<file path="src/rtl/shift_seq.sv">
// Sequencer for a chain of 74299-style universal shift registers: load, N shifts, then present the result.
// Optional rotate mode (MODE=10) is compiled in by defining SHIFT_SEQ_ROTATE_EN.
module shift_seq #(
    parameter int unsigned WIDTH = 8,
    parameter int unsigned AMT_W = 3
) (
    input  logic             CP,
    input  logic             MR,
    input  logic             REQ,
    input  logic             DIR,
    input  logic [1:0]       MODE,
    input  logic [AMT_W-1:0] AMT,
    input  logic             Q0,
    input  logic             Q7,
    output logic [1:0]       S,
    output logic [1:0]       N_OE,
    output logic             DSL,
    output logic             DSR,
    output logic             LOAD_OE,
    output logic             BUSY,
    output logic             VALID,
    input  logic             ACK
);

    // Chain width must be a whole number of chips.
    if ((WIDTH % 8) != 0 || WIDTH == 0) begin : g_bad_width
        $error("shift_seq: WIDTH must be a non-zero multiple of 8");
    end

    typedef enum logic [1:0] {
        ST_IDLE  = 2'b00,
        ST_LOAD  = 2'b01,
        ST_SHIFT = 2'b10,
        ST_OUT   = 2'b11
    } state_t;

    // Source of each serial-in pin; the data-carrying sources are chip feedback.
    typedef enum logic [1:0] {
        FILL_ZERO = 2'b00,
        FILL_ONE  = 2'b01,
        FILL_MSB  = 2'b10,
        FILL_LSB  = 2'b11
    } fill_t;

    localparam logic [1:0] S_HOLD  = 2'b00;
    localparam logic [1:0] S_LEFT  = 2'b01;
    localparam logic [1:0] S_RIGHT = 2'b10;
    localparam logic [1:0] S_LOAD  = 2'b11;

    localparam logic [1:0] MODE_ARITH = 2'b01;
    localparam logic [1:0] MODE_ONES  = 2'b11;
`ifdef SHIFT_SEQ_ROTATE_EN
    localparam logic [1:0] MODE_ROT   = 2'b10;
`endif

    state_t           state, state_nxt;
    logic [AMT_W-1:0] count, count_nxt;
    logic             dir_l, dir_nxt;
    logic [1:0]       mode_l, mode_nxt;

    logic [1:0]       s_nxt, n_oe_nxt;
    logic             load_oe_nxt, busy_nxt, valid_nxt;
    fill_t            dsl_sel, dsl_nxt, dsr_sel, dsr_nxt;

    // State and registered outputs.
    always_ff @(posedge CP) begin
        if (MR) begin
            state   <= ST_IDLE;
            count   <= '0;
            dir_l   <= 1'b0;
            mode_l  <= 2'b00;
            S       <= S_HOLD;
            N_OE    <= 2'b11;
            LOAD_OE <= 1'b0;
            BUSY    <= 1'b0;
            VALID   <= 1'b0;
            dsl_sel <= FILL_ZERO;
            dsr_sel <= FILL_ZERO;
        end else begin
            state   <= state_nxt;
            count   <= count_nxt;
            dir_l   <= dir_nxt;
            mode_l  <= mode_nxt;
            S       <= s_nxt;
            N_OE    <= n_oe_nxt;
            LOAD_OE <= load_oe_nxt;
            BUSY    <= busy_nxt;
            VALID   <= valid_nxt;
            dsl_sel <= dsl_nxt;
            dsr_sel <= dsr_nxt;
        end
    end

    // Next state, then output decode from the next state.
    always_comb begin
        state_nxt   = state;
        count_nxt   = count;
        dir_nxt     = dir_l;
        mode_nxt    = mode_l;
        s_nxt       = S_HOLD;
        n_oe_nxt    = 2'b11;
        load_oe_nxt = 1'b0;
        busy_nxt    = 1'b0;
        valid_nxt   = 1'b0;
        dsl_nxt     = FILL_ZERO;
        dsr_nxt     = FILL_ZERO;

        case (state)
            ST_IDLE: begin
                if (REQ) begin
                    dir_nxt   = DIR;
                    mode_nxt  = MODE;
                    count_nxt = AMT;
                    state_nxt = ST_LOAD;
                end
            end
            ST_LOAD: begin
                state_nxt = (count == '0) ? ST_OUT : ST_SHIFT;
            end
            ST_SHIFT: begin
                count_nxt = count - AMT_W'(1);
                if (count <= AMT_W'(1)) begin
                    state_nxt = ST_OUT;
                end
            end
            ST_OUT: begin
                if (ACK) begin
                    state_nxt = ST_IDLE;
                end
            end
            default: state_nxt = ST_IDLE;
        endcase

        busy_nxt = (state_nxt != ST_IDLE);

        case (state_nxt)
            ST_LOAD: begin
                s_nxt       = S_LOAD;
                load_oe_nxt = 1'b1;
            end
            ST_SHIFT: begin
                s_nxt = dir_nxt ? S_RIGHT : S_LEFT;
                // Only the pin on the active side carries fill.
                case (mode_nxt)
                    MODE_ARITH: begin
                        if (dir_nxt) dsr_nxt = FILL_MSB;
                    end
`ifdef SHIFT_SEQ_ROTATE_EN
                    MODE_ROT: begin
                        if (dir_nxt) dsr_nxt = FILL_LSB;
                        else         dsl_nxt = FILL_MSB;
                    end
`endif
                    MODE_ONES: begin
                        if (dir_nxt) dsr_nxt = FILL_ONE;
                        else         dsl_nxt = FILL_ONE;
                    end
                    default: ;
                endcase
            end
            ST_OUT: begin
                n_oe_nxt  = 2'b00;
                valid_nxt = 1'b1;
            end
            default: ;
        endcase
    end

    // Serial-in pins: registered source select gating the live chip feedback.
`ifdef SHIFT_SEQ_ROTATE_EN
    assign DSL = (dsl_sel == FILL_ONE) | ((dsl_sel == FILL_MSB) & Q7);
    assign DSR = (dsr_sel == FILL_ONE) | ((dsr_sel == FILL_MSB) & Q7)
               | ((dsr_sel == FILL_LSB) & Q0);
`else
    assign DSL = (dsl_sel == FILL_ONE);
    assign DSR = (dsr_sel == FILL_ONE) | ((dsr_sel == FILL_MSB) & Q7);

    logic unused_q0;
    assign unused_q0 = Q0;
`endif

endmodule

</file>
<file path="config.mk">
export PLATFORM = sky130hd
export DESIGN_NAME = shift_seq
export DESIGN_NICKNAME = d
export VERILOG_FILES = /design/src/rtl/shift_seq.sv
export SDC_FILE = /design/constraint.sdc
export NUM_CORES = 1
export LEC_CHECK = 0
export CAP_MARGIN = 30
export CORE_AREA = 8 8 53 55
export CTS_BUF_LIST = sky130_fd_sc_hd__clkbuf_8
export CTS_CLUSTER_DIAMETER = 100
export CTS_CLUSTER_SIZE = 40
export DETAILED_ROUTE_END_ITERATION = 7
export DIE_AREA = 0 0 61 63
export GPL_ROUTABILITY_DRIVEN = 0
export PLACE_DENSITY = 0.82
export SKIP_CTS_REPAIR_TIMING = 1
export SLEW_MARGIN = 20
export SYNTH_ARGS = -nofsm -noshare
export SYNTH_HDL_FRONTEND = slang
export SYNTH_SLANG_ARGS = --single-unit
</file>
<file path="constraint.sdc">
create_clock -name CP -period 1.8 [get_ports CP]
set_clock_uncertainty 0.2 [all_clocks]
set_input_delay 0.36 -clock CP [delete_from_list [all_inputs] [get_ports CP]]
set_output_delay 0.36 -clock CP [all_outputs]
set_load 0.03 [all_outputs]
</file>
==> results.md, run 1 <==
* Status: complete, but fails checks
* Failing checks: negative setup slack
* Yosys cell types at 33
* Number of core rows at 17
* TritonCTS clock tree: done
* Total Routed Length at 2247 um
* WP data required at 1.80 ns
* Die H at 63 um
* R2r endpoint: S[0]
* Synth warnings at 0
* ANT nets after route at 0
* Fin. max-slew vios at 0
* Post-Syn Nets at 115
* Synth Cell Area at 862.1 um^2
* Worst reg2reg path depth at 9
* HPWL Detailed at 1606 um
* First-pass GRT wire length at 3291 um
* RSZ-0062 raised after global routing: yes
* Post-layout min period at 1.856 ns
* Congestion Overflow GR at 0
* H-tree depth at 1
* Die area at 0.003843 mm^2
* Peak supply drop at 0.6166 mV
* Critical Path Max Stage Delay at 0.35 ns
* Area growth, synth to finish at 56.89%
* WL/cell at 14.40 um
* Post-route total power at 1.339 mW
* Initial antenna violation count at 0
* Worst setup EP type: flop
* Hold Path Origin: mode_l[1]
* DR iter-0 viols at 11
* Clock transition at path regs at 0.07 ns
* Final hold slack at 0.3097 ns
* Final Cycle Share at 103.1%
* Reg2Reg Launch Point: count[0]
* Setup Crit Path Kind: flop to flop
* CP Data Arrival Time at 1.86 ns
* Max_cap viols at 0
* LEAKAGE at 0.6262 nW
* Post-synthesis sequential area ratio at 39.48%
* Ant. Diodes at 0
* Clock Latency Late Sink at 0.25 ns
* Power density over the cells at 990.1 mW/mm^2
* Crit path launch type: flop
* Final non-filler cell total at 156
* Port-buffer cells at 19
* Hold worst-path end: mode_l[1]
* DRC violations left at 0
* Flops & latches, synth at 17
* Slew margin rel. at 77.39%
* Core box area at 0.002063 mm^2
* Sink Count at 17
* Cell count after synthesis at 96
* Peak Freq at 538.9 MHz
* Final setup vio count at 3
* Via count at 828
* Final setup margin at -0.05576 ns
* TritonCTS buffer count at 3
* Hold Fails Final Rpt at 0
* Number of global-route vias before repair at 775
* Max clock buf depth at 2
* Drt pass-1 iters at 4
* Hold depth at 2
* Hold WC Path Type: flop to flop
* Crit-path slowest cell: dfxtp_2
* Layout cell share with drive strength beyond 1 at 33.59%
* Clk root buf: clkbuf_8
* Crit path max fanout at 3
* Flop2flop setup slack at -0.06 ns
* Via/cell ratio at 5.308
* Crit-path cells: inv_2 -> ha_4 -> nor3b_4 -> o21ai_2 -> and3_4 -> ha_4 -> inv_4 -> a211oi_4 -> o21a_1
* Nets at 148
* GRT Util Overall at 11.28%
* Worst-Margin Slew at 0.3297 ns
* Largest net degree at the start of global routing at 12
* Starting density of the core at 41.78%
* Placed cell count at 152
* I/O pin total at 21
* Mean post-synth cell area at 8.980 um^2
* Die X at 61 um
* Most frequent CP cell: ha_4
## stage by stage
| step | setup WS, ns | setup TNS [ns] | utilization, % | area [um^2] |
|---|---|---|---|---|
| 2_1_floorplan | -0.01593 | -0.01593 | - | 890.9 |
| 3_3_place_gp | -0.3703 | -2.682 | 57.37 | 1184 |
| 3_5_place_dp | -0.3965 | -3.079 | 57.37 | 1184 |
| 4_1_cts | -0.1890 | -0.6577 | 59.73 | 1232 |
| 5_1_grt | -0.1298 | -0.4054 | 65.55 | 1353 |
| 6_report | -0.05576 | -0.1377 | 65.55 | 1353 |
## cell usage after synthesis
master / number / area, um^2
o311a_1: 1 / 10.01
o21a_1: 2 / 15.01
clkbuf_1: 1 / 3.750
o21ai_0: 5 / 25.02
nand2_1: 5 / 18.77
nand3b_1: 2 / 15.01
nor2_1: 7 / 26.28
a2111oi_0: 1 / 8.760
a31oi_1: 1 / 6.260
and4bb_2: 1 / 12.51
or2b_1: 1 / 7.510
or3b_1: 2 / 17.52
a21oi_1: 7 / 35.03
nor3b_2: 1 / 12.51
mux2_2: 1 / 11.26
dfxtp_1: 17 / 340.3
nor2b_1: 4 / 25.02
mux2i_1: 2 / 20.02
buf_2: 2 / 10.01
a211oi_1: 1 / 7.510
nor3b_1: 2 / 15.01
o21ai_1: 2 / 10.01
buf_4: 1 / 7.510
and3_1: 1 / 6.260
nand3_1: 3 / 15.01
a221oi_1: 1 / 8.760
and3_2: 1 / 7.510
buf_6: 1 / 11.26
nand4_1: 2 / 12.51
nor3_1: 2 / 10.01
ha_1: 7 / 87.58
a211oi_2: 1 / 12.51
inv_1: 8 / 30.03
## placed cells by master (no fill, tap or decap), types with 4 or more instances in the layout
| cell | n |
|---|---|
| a21oi_1 | 7 |
| buf_4 | 14 |
| clkdlybuf4s50_1 | 9 |
| dfxtp_1 | 14 |
| dlymetal6s2s_1 | 9 |
| ha_1 | 4 |
| inv_1 | 5 |
| nand2_1 | 5 |
| nor2_1 | 6 |
| o21ai_0 | 4 |
## flip-flops by register name (all words and copies together) (netlist names), 2 cells and up
register  count
dsr_sel       2
S             2
mode_l        2
count         3
state         2
## cells by family (layout without fill, tap and decap cells)
logic type      count (synthesis)  after routing  share of synthesized area [%]
mux                             3              3                          3.628
simple gates                   34             34                          23.37
compound gates                 22             22                          16.11
buf+inv                        13             45                          7.257
flops                          17             17                          39.48
fa+ha+maj                       7              7                          10.16
## power by group
group          switching, mW  internal [mW]  total [mW]
Sequential            0.0397          0.428       0.468
Combinational          0.286          0.291       0.578
Clock                  0.138          0.156       0.294
## worst max path at each step
stage / start / end / slack (ns) / cells after the start
floorplan: count[0] / dsr_sel[1] / -0.02 / 8
global placement: ACK / dsr_sel[1] / -0.37 / 7
detailed placement: REQ / S[0] / -0.40 / 7
CTS: count[1] / dsr_sel[1] / -0.19 / 8
global route: count[1] / dsl_sel[0] / -0.13 / 9
finish: count[0] / S[0] / -0.06 / 9
## metal layers
layer	wire length [um]	share of wire [%]	vias to the layer above	global-route usage [%]
met1	928	41	389	11.50
met2	1148	51	32	19.31
met5	0	0	-	0
li1	-	-	400	-
met3	127	5.7	7	2.881
met4	42	1.9	0	6.997
## worst max-delay path: cells and delay by family, from the launching register on
kind                     cells  cell delay, ns
adder cells (fa/ha/maj)      2            0.30
buffers and inverters        2            0.10
flip-flops                   1            0.35
AND/OR/NAND/NOR              2            0.37
AO/OA/AOI/OAI                3            0.48
## cell type report
| cell class | count | area (um^2) |
|---|---|---|
| inverter | 8 | 32.53 |
| timing repair buffer | 33 | 319.1 |
| clock buffer | 3 | 41.29 |
| sequential | 17 | 344.1 |
| fill | 174 | 710.7 |
| multi-input combinational | 66 | 573.1 |
| clock inverter | 1 | 7.507 |
| tap | 28 | 35.03 |
Note: power is estimated with default switching activity, not from simulation.
==> run 2: changes to the inputs <==
--- a/config.mk
+++ b/config.mk
@@ -13,6 +13,7 @@
 export DETAILED_ROUTE_END_ITERATION = 7
 export DIE_AREA = 0 0 61 63
 export GPL_ROUTABILITY_DRIVEN = 0
+export GPL_TIMING_DRIVEN = 0
 export PLACE_DENSITY = 0.82
 export SKIP_CTS_REPAIR_TIMING = 1
 export SLEW_MARGIN = 20
==> results.md, run 2 (synthesis results as in run 1) <==
* Status: complete, but fails checks
* Failing checks: negative setup slack
* Post-layout min period at 1.924 ns
* I/O pin total at 21
* Via/cell ratio at 5.187
* CP Data Arrival Time at 1.92 ns
* Number of global-route vias before repair at 712
* Final setup vio count at 3
* Worst setup EP type: flop
* Placed cell count at 143
* Largest net degree at the start of global routing at 11
* ANT nets after route at 0
* Hold Fails Final Rpt at 0
* HPWL Detailed at 1463 um
* Filler cells at 196
* Commonest non-fill, non-tap cell in the layout: dfxtp_1
* WL/cell at 13.83 um
* DP Area at 0.001116 mm^2
* Peak Freq at 519.7 MHz
* Initial antenna violation count at 0
* Congestion Overflow GR at 0
* Number of core rows at 17
* Slew margin rel. at 66.21%
* Crit path launch type: flop
* RSZ-0062 raised after global routing: yes
* Nets at 147
* Die X at 61 um
* Setup Crit Path Kind: flop to flop
* TritonCTS buffer count at 3
* Power density over the cells at 981.0 mW/mm^2
* Die area at 0.003843 mm^2
* Peak supply drop at 0.6049 mV
* Worst slack, placed at -0.6939 ns
* Layout Utilization at 63.31%
* Most frequent cells in the layout: dfxtp_1, buf_4, clkdlybuf4s50_1
* Max clock buf depth at 2
* Clock Latency Late Sink at 0.25 ns
* Max reg flops at 3
* Fin area at 0.001306 mm^2
* Via count at 804
* Total Routed Length at 2143 um
* Die H at 63 um
* Starting density of the core at 41.78%
* Final non-filler cell total at 155
* Crit path max fanout at 4
* First-pass GRT wire length at 3056 um
* Area taken by multi-input logic gates at 539.3 um^2
* Reg area at 346.6 um^2
* Drt pass-1 iters at 4
* Port-buffer cells at 19
* Final setup margin at -0.1241 ns
* GRT Util Overall at 10.08%
* Area growth, synth to finish at 51.52%
* Worst-Margin Slew at 0.5068 ns
* DR iter-0 viols at 14
* WP data required at 1.80 ns
* DRC violations left at 0
* Ant. Diodes at 0
* Sink Count at 17
* LEAKAGE at 0.6034 nW
* Final Cycle Share at 106.9%
* H-tree depth at 1
* Hold WC Path Type: flop to flop
* Max_cap viols at 0
* Clock transition at path regs at 0.07 ns
* TritonCTS clock tree: done
* Core box area at 0.002063 mm^2
* Fin. max-slew vios at 0
* Layout cell share with drive strength beyond 1 at 31.50%
* Clk root buf: clkbuf_8
* Reg with most FFs: count
run 2: cell count changes in the layout (fill, tap and decap cells not counted), sizes merged:
cell,change
buf,-2
clkinv,+1
clkbuf,+2
dlymetal6s2s,-1
clkinvlp,-1
run 2: per-stage QoR:
stage	setup TNS, ns	hold WS (ns)	power (mW)
2_1_floorplan	-0.01593	0.2395	0.7518
3_3_place_gp	-5.801	0.2526	0.8680
3_5_place_dp	-6.321	0.2547	0.8832
4_1_cts	-3.253	0.2636	1.167
5_1_grt	-0.6254	0.2983	1.355
6_report	-0.2936	0.2646	1.281
run 2: per-layer routing:
metal	routed length [um]	track usage, %	up-vias
li1	-	-	396
met3	122	2.675	2
met4	19	3.790	0
met2	1089	17.46	29
met1	910	11.03	377
met5	0	0	-
run 2: worst max-delay path, stage by stage, from the launching register on:
cell      delay (ns)
dfxtp_2         0.36
inv_4           0.06
ha_4            0.15
nor3b_4         0.14
o21ai_2         0.17
and3_4          0.23
ha_4            0.14
inv_4           0.05
a211oi_4        0.22
o21a_1          0.15
run 2: path summary, 6_finish.rpt:
kind | start | end | slack (ns) | depth (start not counted)
min reg2reg | mode_l[1] | mode_l[1] | 0.26 | 2
max reg2reg | count[1] | dsl_sel[0] | -0.12 | 9
min | mode_l[1] | mode_l[1] | 0.26 | 2
max | count[1] | dsl_sel[0] | -0.12 | 9
run 2: final cells by class:
class                           instances  area share (%)
Clock inverter                          1          0.3831
Sequential cell                        17           26.53
Multi-Input combinational cell         66           41.28
Timing Repair Buffer                   27           20.11
Tap cell                               28           2.682
Clock buffer                            3           3.161
Buffer                                  5           2.969
Inverter                                8           2.874
run 2: power breakdown:
part | leakage [nW] | switching (mW) | internal (mW)
combinational | 0.437 | 0.273 | 0.261
sequential | 0.141 | 0.0366 | 0.429
clock | 0.0255 | 0.129 | 0.153
==> run 3: changes to the inputs <==
--- a/config.mk
+++ b/config.mk
@@ -16,6 +16,7 @@
 export GPL_TIMING_DRIVEN = 0
 export PLACE_DENSITY = 0.82
 export SKIP_CTS_REPAIR_TIMING = 1
+export SKIP_LAST_GASP = 1
 export SLEW_MARGIN = 20
 export SYNTH_ARGS = -nofsm -noshare
 export SYNTH_HDL_FRONTEND = slang
==> results.md, run 3 (synthesis results as in run 1) <==
* Die H at 63 um
* Worst-Margin Slew at 0.5085 ns
* DR iter-0 viols at 16
* Core box area at 0.002063 mm^2
* Clock Latency Late Sink at 0.25 ns
* TritonCTS buffer count at 3
* Final setup margin at -0.1302 ns
* Max_cap viols at 0
* Max clock buf depth at 2
* Final hold slack at 0.2650 ns
* Slew margin rel. at 66.10%
* WP data required at 1.80 ns
* Clock transition at path regs at 0.07 ns
* Crit-path cells: inv_4 -> ha_4 -> nor3b_4 -> o21ai_2 -> and3_4 -> ha_4 -> inv_4 -> a211oi_4 -> o21a_1
* TritonCTS clock tree: done
* Most frequent cells in the layout: dfxtp_1, buf_4, clkdlybuf4s50_1
* Cell Int Power at 840.8 uW
* Max reg flops at 3
* ANT nets after route at 0
* Reg with most FFs: count
* LEAKAGE at 0.6031 nW
* Largest net degree at the start of global routing at 11
* Peak Freq at 518.1 MHz
* Die area at 0.003843 mm^2
* Sink Count at 17
* Port-buffer cells at 19
* Ant. Diodes at 0
* Peak supply drop at 0.6049 mV
* Crit path max fanout at 4
* Switching share of total power at 34.22%
* Clk root buf: clkbuf_8
* Final Cycle Share at 107.2%
* Total Routed Length at 2131 um
* Fin. max-slew vios at 0
* GRT Util Overall at 10.08%
* Hold Fails Final Rpt at 0
* Starting density of the core at 41.78%
* Nets at 147
* Drt pass-1 iters at 4
* Via/cell ratio at 5.219
* CP Data Arrival Time at 1.93 ns
* Comb power frac at 41.6%
* Crit-path slowest cell: dfxtp_2
* Setup Crit Path Kind: flop to flop
* Via count at 809
* Worst setup EP type: flop
* Die X at 61 um
* WL/cell at 13.75 um
* Crit path launch type: flop
* Status: complete, but fails checks
* Critical Path Max Stage Delay at 0.36 ns
* Failing checks: negative setup slack
* Sw power at 437.4 uW
* H-tree depth at 1
* Congestion Overflow GR at 0
* RSZ-0062 raised after global routing: yes
* Flop pwr share at 36.3%
* HPWL Detailed at 1463 um
* I/O pin total at 21
* Area growth, synth to finish at 51.23%
* DRC violations left at 0
* Commonest non-fill, non-tap cell in the layout: dfxtp_1
* Layout cell share with drive strength beyond 1 at 30.71%
* Hold WC Path Type: flop to flop
* Filler cells at 198
* First-pass GRT wire length at 3056 um
* Power density over the cells at 980.4 mW/mm^2
* Worst slack, placed at -0.6939 ns
* Final setup vio count at 4
* Clk pwr share at 22.1%
* Post-layout min period at 1.930 ns
* Number of global-route vias before repair at 712
* Number of core rows at 17
* Layout Utilization at 63.19%
* Initial antenna violation count at 0
## run 3: cell counts in the layout (fill, tap and decap cells not counted)
Identical to the previous run, type by type.
## run 3: routing by layer
layer | track usage [%] | vias up | part of all wire [%]
met2 | 17.46 | 31 | 51
met4 | 3.790 | 0 | 1.3
met5 | 0 | - | 0
li1 | - | 396 | -
met1 | 11.03 | 376 | 42
met3 | 2.675 | 6 | 5.7
## run 3: power groups by stage
stage	clock network [mW]	registers, mW	logic [mW]
after global placement	0	0.465	0.403
after CTS	0.289	0.458	0.420
after detailed placement	0	0.466	0.417
final	0.282	0.465	0.531
after floorplan	0	0.508	0.244
after global routing	0.301	0.471	0.579
## run 3: final cells by class
class	instances	area (um^2)	share of cell area, %
multi-input cells	66	536.8	41.17
flip-flops and latches	17	346.6	26.58
repair buffers	27	262.8	20.15
clock buffers	3	41.29	3.167
plain buffers	5	38.79	2.975
inverters	8	37.54	2.879
well taps	28	35.03	2.687
clock inverters	1	5.005	0.3839
## run 3: per-stage QoR
stage	instances	power (mW)	TNS, ns	instance area [um^2]
detailed placement	143	0.8832	-6.321	1116
CTS	147	1.167	-3.253	1162
global placement	143	0.8680	-5.801	1116
floorplan	96	0.7518	-0.01593	890.9
global route	155	1.352	-0.6734	1304
finish	155	1.278	-0.3450	1304
## run 3: path summary, 6_finish.rpt
kind | start | end | slack (ns) | cells past startpoint
hold / removal | mode_l[1] | mode_l[1] | 0.27 | 2
setup / recovery | count[1] | dsl_sel[0] | -0.13 | 9
hold reg to reg | mode_l[1] | mode_l[1] | 0.27 | 2
setup reg to reg | count[1] | dsl_sel[0] | -0.13 | 9
## run 3: worst max-delay path, delay by kind of cell (launching register included)
kind / cells / cell delay [ns]
flip-flops: 1 / 0.36
buffers and inverters: 2 / 0.11
AND/OR/NAND/NOR: 2 / 0.37
adder cells (fa/ha/maj): 2 / 0.29
AO/OA/AOI/OAI: 3 / 0.55
